`config.mk`:
```
export PLATFORM = sky130hd
export DESIGN_NAME = mem_sram_ctrl
export DESIGN_NICKNAME = d
export VERILOG_FILES = /design/src/rtl/mem_sram_ctrl_pkg.sv /design/src/rtl/mem_sram_ctrl.sv
export SDC_FILE = /design/constraint.sdc
export NUM_CORES = 1
export LEC_CHECK = 0
export ABC_AREA = 1
export ABC_CLOCK_PERIOD_IN_PS = 2700
export BUFFER_PORTS_ARGS = -buffer_cell sky130_fd_sc_hd__clkbuf_2
export CORE_MARGIN = 8
export CORE_UTILIZATION = 40
export DETAILED_ROUTE_END_ITERATION = 10
export PLACE_DENSITY_LB_ADDON = 0.1
export SYNTH_ARGS = -nofsm -noshare
export SYNTH_HDL_FRONTEND = slang
export SYNTH_SLANG_ARGS = --single-unit
```
`constraint.sdc`:
```
create_clock -name clk -period 2.7 [get_ports clk]
set_clock_uncertainty 0.05 [all_clocks]
set_input_delay 0.135 -clock clk [delete_from_list [all_inputs] [get_ports clk]]
set_output_delay 0.135 -clock clk [all_outputs]
set_load 0.005 [all_outputs]
```
`src/rtl/mem_sram_ctrl_pkg.sv`:
```
// Shared types and constants for the memory-stage SRAM controller.
// State encoding, default base address and half-word selects.
package mem_sram_ctrl_pkg;

    typedef enum logic [1:0] {
        ST_IDLE = 2'd0,
        ST_LOW  = 2'd1,
        ST_HIGH = 2'd2,
        ST_DONE = 2'd3
    } state_e;

    localparam logic [31:0] BASE_ADDR_DEF = 32'd1024;

    localparam logic HALF_LO = 1'b0;
    localparam logic HALF_HI = 1'b1;

endpackage

```
`src/rtl/mem_sram_ctrl.sv`:
```
// Memory-stage data-memory controller: each 32-bit access is split
// into two half-word cycles on a 16-bit SRAM, stalling via ready.
module mem_sram_ctrl
    import mem_sram_ctrl_pkg::*;
#(
    parameter logic [31:0] BASE_ADDR   = BASE_ADDR_DEF,
    parameter int          SRAM_AW     = 18,
    parameter int          WAIT_CYCLES = 2
) (
    input  logic               clk,
    input  logic               rst,
    input  logic               mem_r_en,
    input  logic               mem_w_en,
    input  logic [31:0]        address,
    input  logic [31:0]        wr_data,
    output logic [31:0]        rd_data,
    output logic               ready,
    output logic [SRAM_AW-1:0] sram_addr,
    output logic [15:0]        sram_dq_out,
    output logic               sram_dq_oe,
    input  logic [15:0]        sram_dq_in,
    output logic               sram_we_n
);

    localparam int CW = (WAIT_CYCLES > 1) ? $clog2(WAIT_CYCLES) : 1;
    localparam logic [CW-1:0] CNT_LAST = CW'(WAIT_CYCLES - 1);
    localparam bit HOLD = (WAIT_CYCLES > 1);

    state_e             state_q, state_d;
    logic [CW-1:0]      cnt_q, cnt_d;
    logic               wr_q, wr_d;
    logic [SRAM_AW-2:0] widx_q, widx_d;
    logic [31:0]        wdata_q, wdata_d;
    logic [31:0]        rd_data_q, rd_data_d;
    logic [SRAM_AW-1:0] sram_addr_q, sram_addr_d;
    logic [15:0]        dq_out_q, dq_out_d;
    logic               oe_q, oe_d;
    logic               we_n_q, we_n_d;

    logic        req;
    logic        last;
    logic        half;
    logic [31:0] offs;
    logic        unused_offs;

    assign req  = mem_r_en | mem_w_en;
    assign offs = address - BASE_ADDR;
    assign last = (cnt_q == CNT_LAST);
    assign unused_offs = ^{offs[31:SRAM_AW+1], offs[1:0]};

    always_comb begin
        state_d     = state_q;
        cnt_d       = cnt_q;
        wr_d        = wr_q;
        widx_d      = widx_q;
        wdata_d     = wdata_q;
        rd_data_d   = rd_data_q;
        sram_addr_d = sram_addr_q;
        dq_out_d    = dq_out_q;
        oe_d        = 1'b0;
        we_n_d      = 1'b1;
        half        = HALF_LO;

        unique case (state_q)
            ST_IDLE: begin
                if (req) begin
                    state_d = ST_LOW;
                    cnt_d   = '0;
                    wr_d    = mem_w_en;
                    widx_d  = offs[SRAM_AW:2];
                    wdata_d = wr_data;
                end
            end
            ST_LOW: begin
                if (last) begin
                    if (!wr_q) rd_data_d[15:0] = sram_dq_in;
                    state_d = ST_HIGH;
                    cnt_d   = '0;
                end else begin
                    cnt_d = cnt_q + CW'(1);
                end
            end
            ST_HIGH: begin
                if (last) begin
                    if (!wr_q) rd_data_d[31:16] = sram_dq_in;
                    state_d = ST_DONE;
                    cnt_d   = '0;
                end else begin
                    cnt_d = cnt_q + CW'(1);
                end
            end
            ST_DONE: begin
                state_d = ST_IDLE;
            end
        endcase

        // Pad outputs are registered, so derive them from the next state.
        if (state_d == ST_LOW || state_d == ST_HIGH) begin
            half        = (state_d == ST_HIGH) ? HALF_HI : HALF_LO;
            sram_addr_d = {widx_d, half};
            oe_d        = wr_d;
            dq_out_d    = half ? wdata_d[31:16] : wdata_d[15:0];
            we_n_d      = ~(wr_d & (!HOLD || cnt_d != CNT_LAST));
        end
    end

    always_ff @(posedge clk) begin
        if (rst) begin
            state_q     <= ST_IDLE;
            cnt_q       <= '0;
            wr_q        <= 1'b0;
            widx_q      <= '0;
            wdata_q     <= '0;
            rd_data_q   <= '0;
            sram_addr_q <= '0;
            dq_out_q    <= '0;
            oe_q        <= 1'b0;
            we_n_q      <= 1'b1;
        end else begin
            state_q     <= state_d;
            cnt_q       <= cnt_d;
            wr_q        <= wr_d;
            widx_q      <= widx_d;
            wdata_q     <= wdata_d;
            rd_data_q   <= rd_data_d;
            sram_addr_q <= sram_addr_d;
            dq_out_q    <= dq_out_d;
            oe_q        <= oe_d;
            we_n_q      <= we_n_d;
        end
    end

    assign ready       = ((state_q == ST_IDLE) & ~req) | (state_q == ST_DONE);
    assign rd_data     = rd_data_q;
    assign sram_addr   = sram_addr_q;
    assign sram_dq_out = dq_out_q;
    assign sram_dq_oe  = oe_q;
    assign sram_we_n   = we_n_q;

endmodule

```
==> Implementation_results.wiki <==
{| class="wikitable"
! Metric !! Value
|-
| P_leak || 3.172 nW
|-
| Reg2reg start || state_q[0]$_SDFF_PP0_
|-
| Critical path class || reg2reg
|-
| Capturing element of the worst setup path || sram_we_n$_SDFF_PP1_
|-
| Pin count of the biggest net entering global routing || 42
|-
| Initial core utilization || 40.68%
|-
| Clock buffers created by TritonCTS || 17
|-
| Ratio of cells with drive above 1 in the final layout || 27.09%
|-
| Die height || 126.3 um
|-
| Routability-driven placement congestion ratio || 0.8119
|-
| Minimum clock period || 2.392 ns
|-
| Final routed DRC violation total || 0
|-
| Mapped Avg Cell Area || 7.724 um^2
|-
| Crit-path max FO || 13
|-
| Max-slew headroom || 63.46%
|-
| Unrepaired setup endpoints after global routing || no
|-
| Maximum root-to-sink buffer count || 2
|-
| Max-slew violations || 0
|-
| Worst setup EP type || register
|-
| Number of antenna violations at the first check in global routing || 0
|-
| Average via count per standard cell || 4.772
|-
| Number of design-rule violations left by the first detailed-router iteration || 210
|-
| Top layer used by detailed routing || met4
|-
| Type of the worst min-delay path || in2reg
|-
| Number of enable flip-flop cells after synthesis || 0
|-
| Overall die width || 126.3 um
|-
| Detailed route wirelength on metal2 || 6298 um
|-
| Final setup violation count || 0
|-
| Global-route wire length before repair || 22060 um
|-
| Cell types with the highest counts after synthesis || sky130_fd_sc_hd__dfxtp_1 (121), sky130_fd_sc_hd__nand2_1 (107), sky130_fd_sc_hd__inv_1 (82)
|-
| Number of vias after detailed routing || 4576
|-
| Vias in the first global route || 4634
|-
| Worst Path Arrival || 2.63 ns
|-
| Post-route met1 wirelength || 5401 um
|-
| Fraction of post-synthesis cell area in the top cell type by area || 49.78%
|-
| Final Hold Viols || 0
|-
| Run status || finished, final reports clean
|-
| Predominant post-synthesis flop cell || sky130_fd_sc_hd__dfxtp_1
|-
| Cell types occupying the most area after synthesis || sky130_fd_sc_hd__dfxtp_1 (50%), sky130_fd_sc_hd__nand2_1 (8.3%), sky130_fd_sc_hd__o21ai_0 (6.4%)
|-
| Least-Margin Pin Slew || 0.5481 ns
|-
| Ys async rst share || 0%
|-
| I/O pin count || 153
|-
| Part of the cycle the worst path needs || 88.60%
|-
| Critical R2R Capture || sram_we_n$_SDFF_PP1_
|-
| Number of instances in the synthesized netlist || 630
|-
| Layout area overhead || 34.76%
|-
| Final-stage net count || 894
|-
| Maximum operating frequency || 0.4180 GHz
|-
| Worst endpoint required time || 2.94 ns
|-
| Setup Total Neg Slack || 0 ns
|-
| Post-CTS setup buffer count || 0
|-
| Placed standard-cell area || 0.005645 mm^2
|-
| Worst reg2reg setup slack || 0.31 ns
|-
| Final antenna diode count || 0
|-
| Worst Hold Margin || 0.01450 ns
|-
| Total wirelength of the detailed-routed design || 12850 um
|-
| Syn Nets || 721
|-
| H-tree Lvls || 4
|-
| Amount of wire on met3 after detailed routing || 938 um
|-
| Final antenna-violating net count || 0
|-
| Total number of yosys warnings || 0
|-
| HPWL reported at the end of detailed placement || 8874 um
|-
| Die footprint || 0.01595 mm^2
|-
| Type of element launching the critical path || register
|-
| Maximum VDD drop || 0.0004262 V
|-
| CTS clock-pin slew for the worst setup and hold paths || 0.05 ns
|-
| Number of search-and-repair iterations in the first detailed-routing pass || 4
|-
| Most common cell in the synthesized netlist || sky130_fd_sc_hd__dfxtp_1
|-
| FF-to-FF path depth || 9
|-
| Number of sinks handled by clock tree synthesis || 121
|-
| Count of unique library cells instantiated by Yosys || 27
|-
| Core footprint || 0.01196 mm^2
|-
| Max-cap violations || 0
|-
| Total congestion overflow || 0
|-
| Cell area after layout || 0.006558 mm^2
|-
| CTS tree || built
|-
| Number of port buffers || 137
|-
| Clock latency at the later pin of the worst-skew pair || 0.41 ns
|-
| Launch point of the critical path || state_q[0]$_SDFF_PP0_
|-
| Overall Global Routing Usage || 17.01%
|-
| Count of state elements after synthesis || 121
|-
| Routed length per placed instance || 13.40 um
|-
| Cell type with the largest total area after synthesis || sky130_fd_sc_hd__dfxtp_1
|-
| Power density normalized to cell area || 733.2 mW/mm^2
|-
| Clk Tree Root Cell || sky130_fd_sc_hd__clkbuf_16
|-
| Netlist area before placement || 0.004866 mm^2
|-
| Num rows || 40
|-
| Register area share after synthesis || 49.78%
|}
-- through the flow --
step                      cells  power, mW  setup WS [ns]  util (%)
final                       959      4.808         0.3078     54.82
after global routing        959      5.075        0.06749     54.82
after CTS                   959      4.862         0.1744     54.74
after detailed placement    892      2.833         0.2362     47.20
after global placement      892      2.814         0.2689     47.20
after floorplan             630      2.554         0.5661         -
-- final cells by class --
cell class,instances,area (um^2)
multi-input cells,392,1962
repair buffers,188,1166
fillers,1157,5404
clock inverters,4,20.02
clock buffers,24,491.7
inverters,83,311.5
flip-flops and latches,121,2422
well taps,147,183.9
-- state kept, by name (all words and copies together) (netlist names), 2 cells and up --
signal,cells
widx_q,17
sram_dq_out,16
state_q,2
rd_data,32
sram_addr,18
wdata_q,32
-- critical path, cell delays in order (launching register included) --
cell and delay [ns]:
sky130_fd_sc_hd__dfxtp_1 0.35, sky130_fd_sc_hd__inv_1 0.14, sky130_fd_sc_hd__ha_1 0.26, sky130_fd_sc_hd__nand2_1 0.13
sky130_fd_sc_hd__o21ai_0 0.26, sky130_fd_sc_hd__ha_2 0.41, sky130_fd_sc_hd__nor2_4 0.20, sky130_fd_sc_hd__inv_1 0.21
sky130_fd_sc_hd__nor2_1 0.19, sky130_fd_sc_hd__nand2_1 0.07
-- report_power, final --
group	leakage, nW	total (mW)	switching, mW	internal, mW
sequential	0.997	2.06	0.0790	1.98
clock	0.257	1.97	0.733	1.24
combinational	1.92	0.777	0.435	0.342
total	3.17	4.81	1.25	3.56
-- cells in the final DEF, fill, tap and decap left out, types with 17 or more instances in the layout --
master / count
sky130_fd_sc_hd__clkbuf_2: 137
sky130_fd_sc_hd__dfxtp_1: 121
sky130_fd_sc_hd__nand2_1: 107
sky130_fd_sc_hd__inv_1: 82
sky130_fd_sc_hd__nor2_1: 62
sky130_fd_sc_hd__o21ai_0: 62
sky130_fd_sc_hd__dlygate4sd3_1: 39
sky130_fd_sc_hd__nand3_1: 37
sky130_fd_sc_hd__a21oi_1: 36
sky130_fd_sc_hd__or2_2: 27
sky130_fd_sc_hd__clkbuf_16: 17
-- how the worst min path moves through the flow --
stage	slack [ns]	start	endpoint	cells after the start
after global routing	0.02	wr_data[4]	wdata_q[4]$_SDFF_PP0_	4
after CTS	0.002	wr_data[0]	wdata_q[0]$_SDFF_PP0_	5
final	0.01	wr_data[0]	wdata_q[0]$_SDFF_PP0_	5
after floorplan	0.27	address[2]	widx_q[0]$_SDFF_PP0_	2
after global placement	0.37	wr_data[28]	wdata_q[28]$_SDFF_PP0_	3
after detailed placement	0.38	wr_data[26]	wdata_q[26]$_SDFF_PP0_	3
-- cells by family after synthesis --
group | Yosys count | synth area share [%]
AND/OR/NAND/NOR | 275 | 26.64
AO/OA/AOI/OAI | 110 | 11.62
buffers and inverters | 117 | 10.16
adder cells (fa/ha/maj) | 7 | 1.800
flip-flops | 121 | 49.78
-- metal layers --
layer / vias up / GRT usage, %
met3: 15 / 6.033
met1: 2094 / 19.46
met2: 118 / 28.42
met5: - / 0
li1: 2349 / -
met4: 0 / 6.936
-- what timing repair did --
item / 4_1_cts / 5_1_grt
endpoints found under the hold margin: 54 / 0
hold buffers: 39 / 0
endpoints found under the setup margin: 0 / 6
resized for setup: 0 / 3
Note: power is estimated with default switching activity, not from simulation.
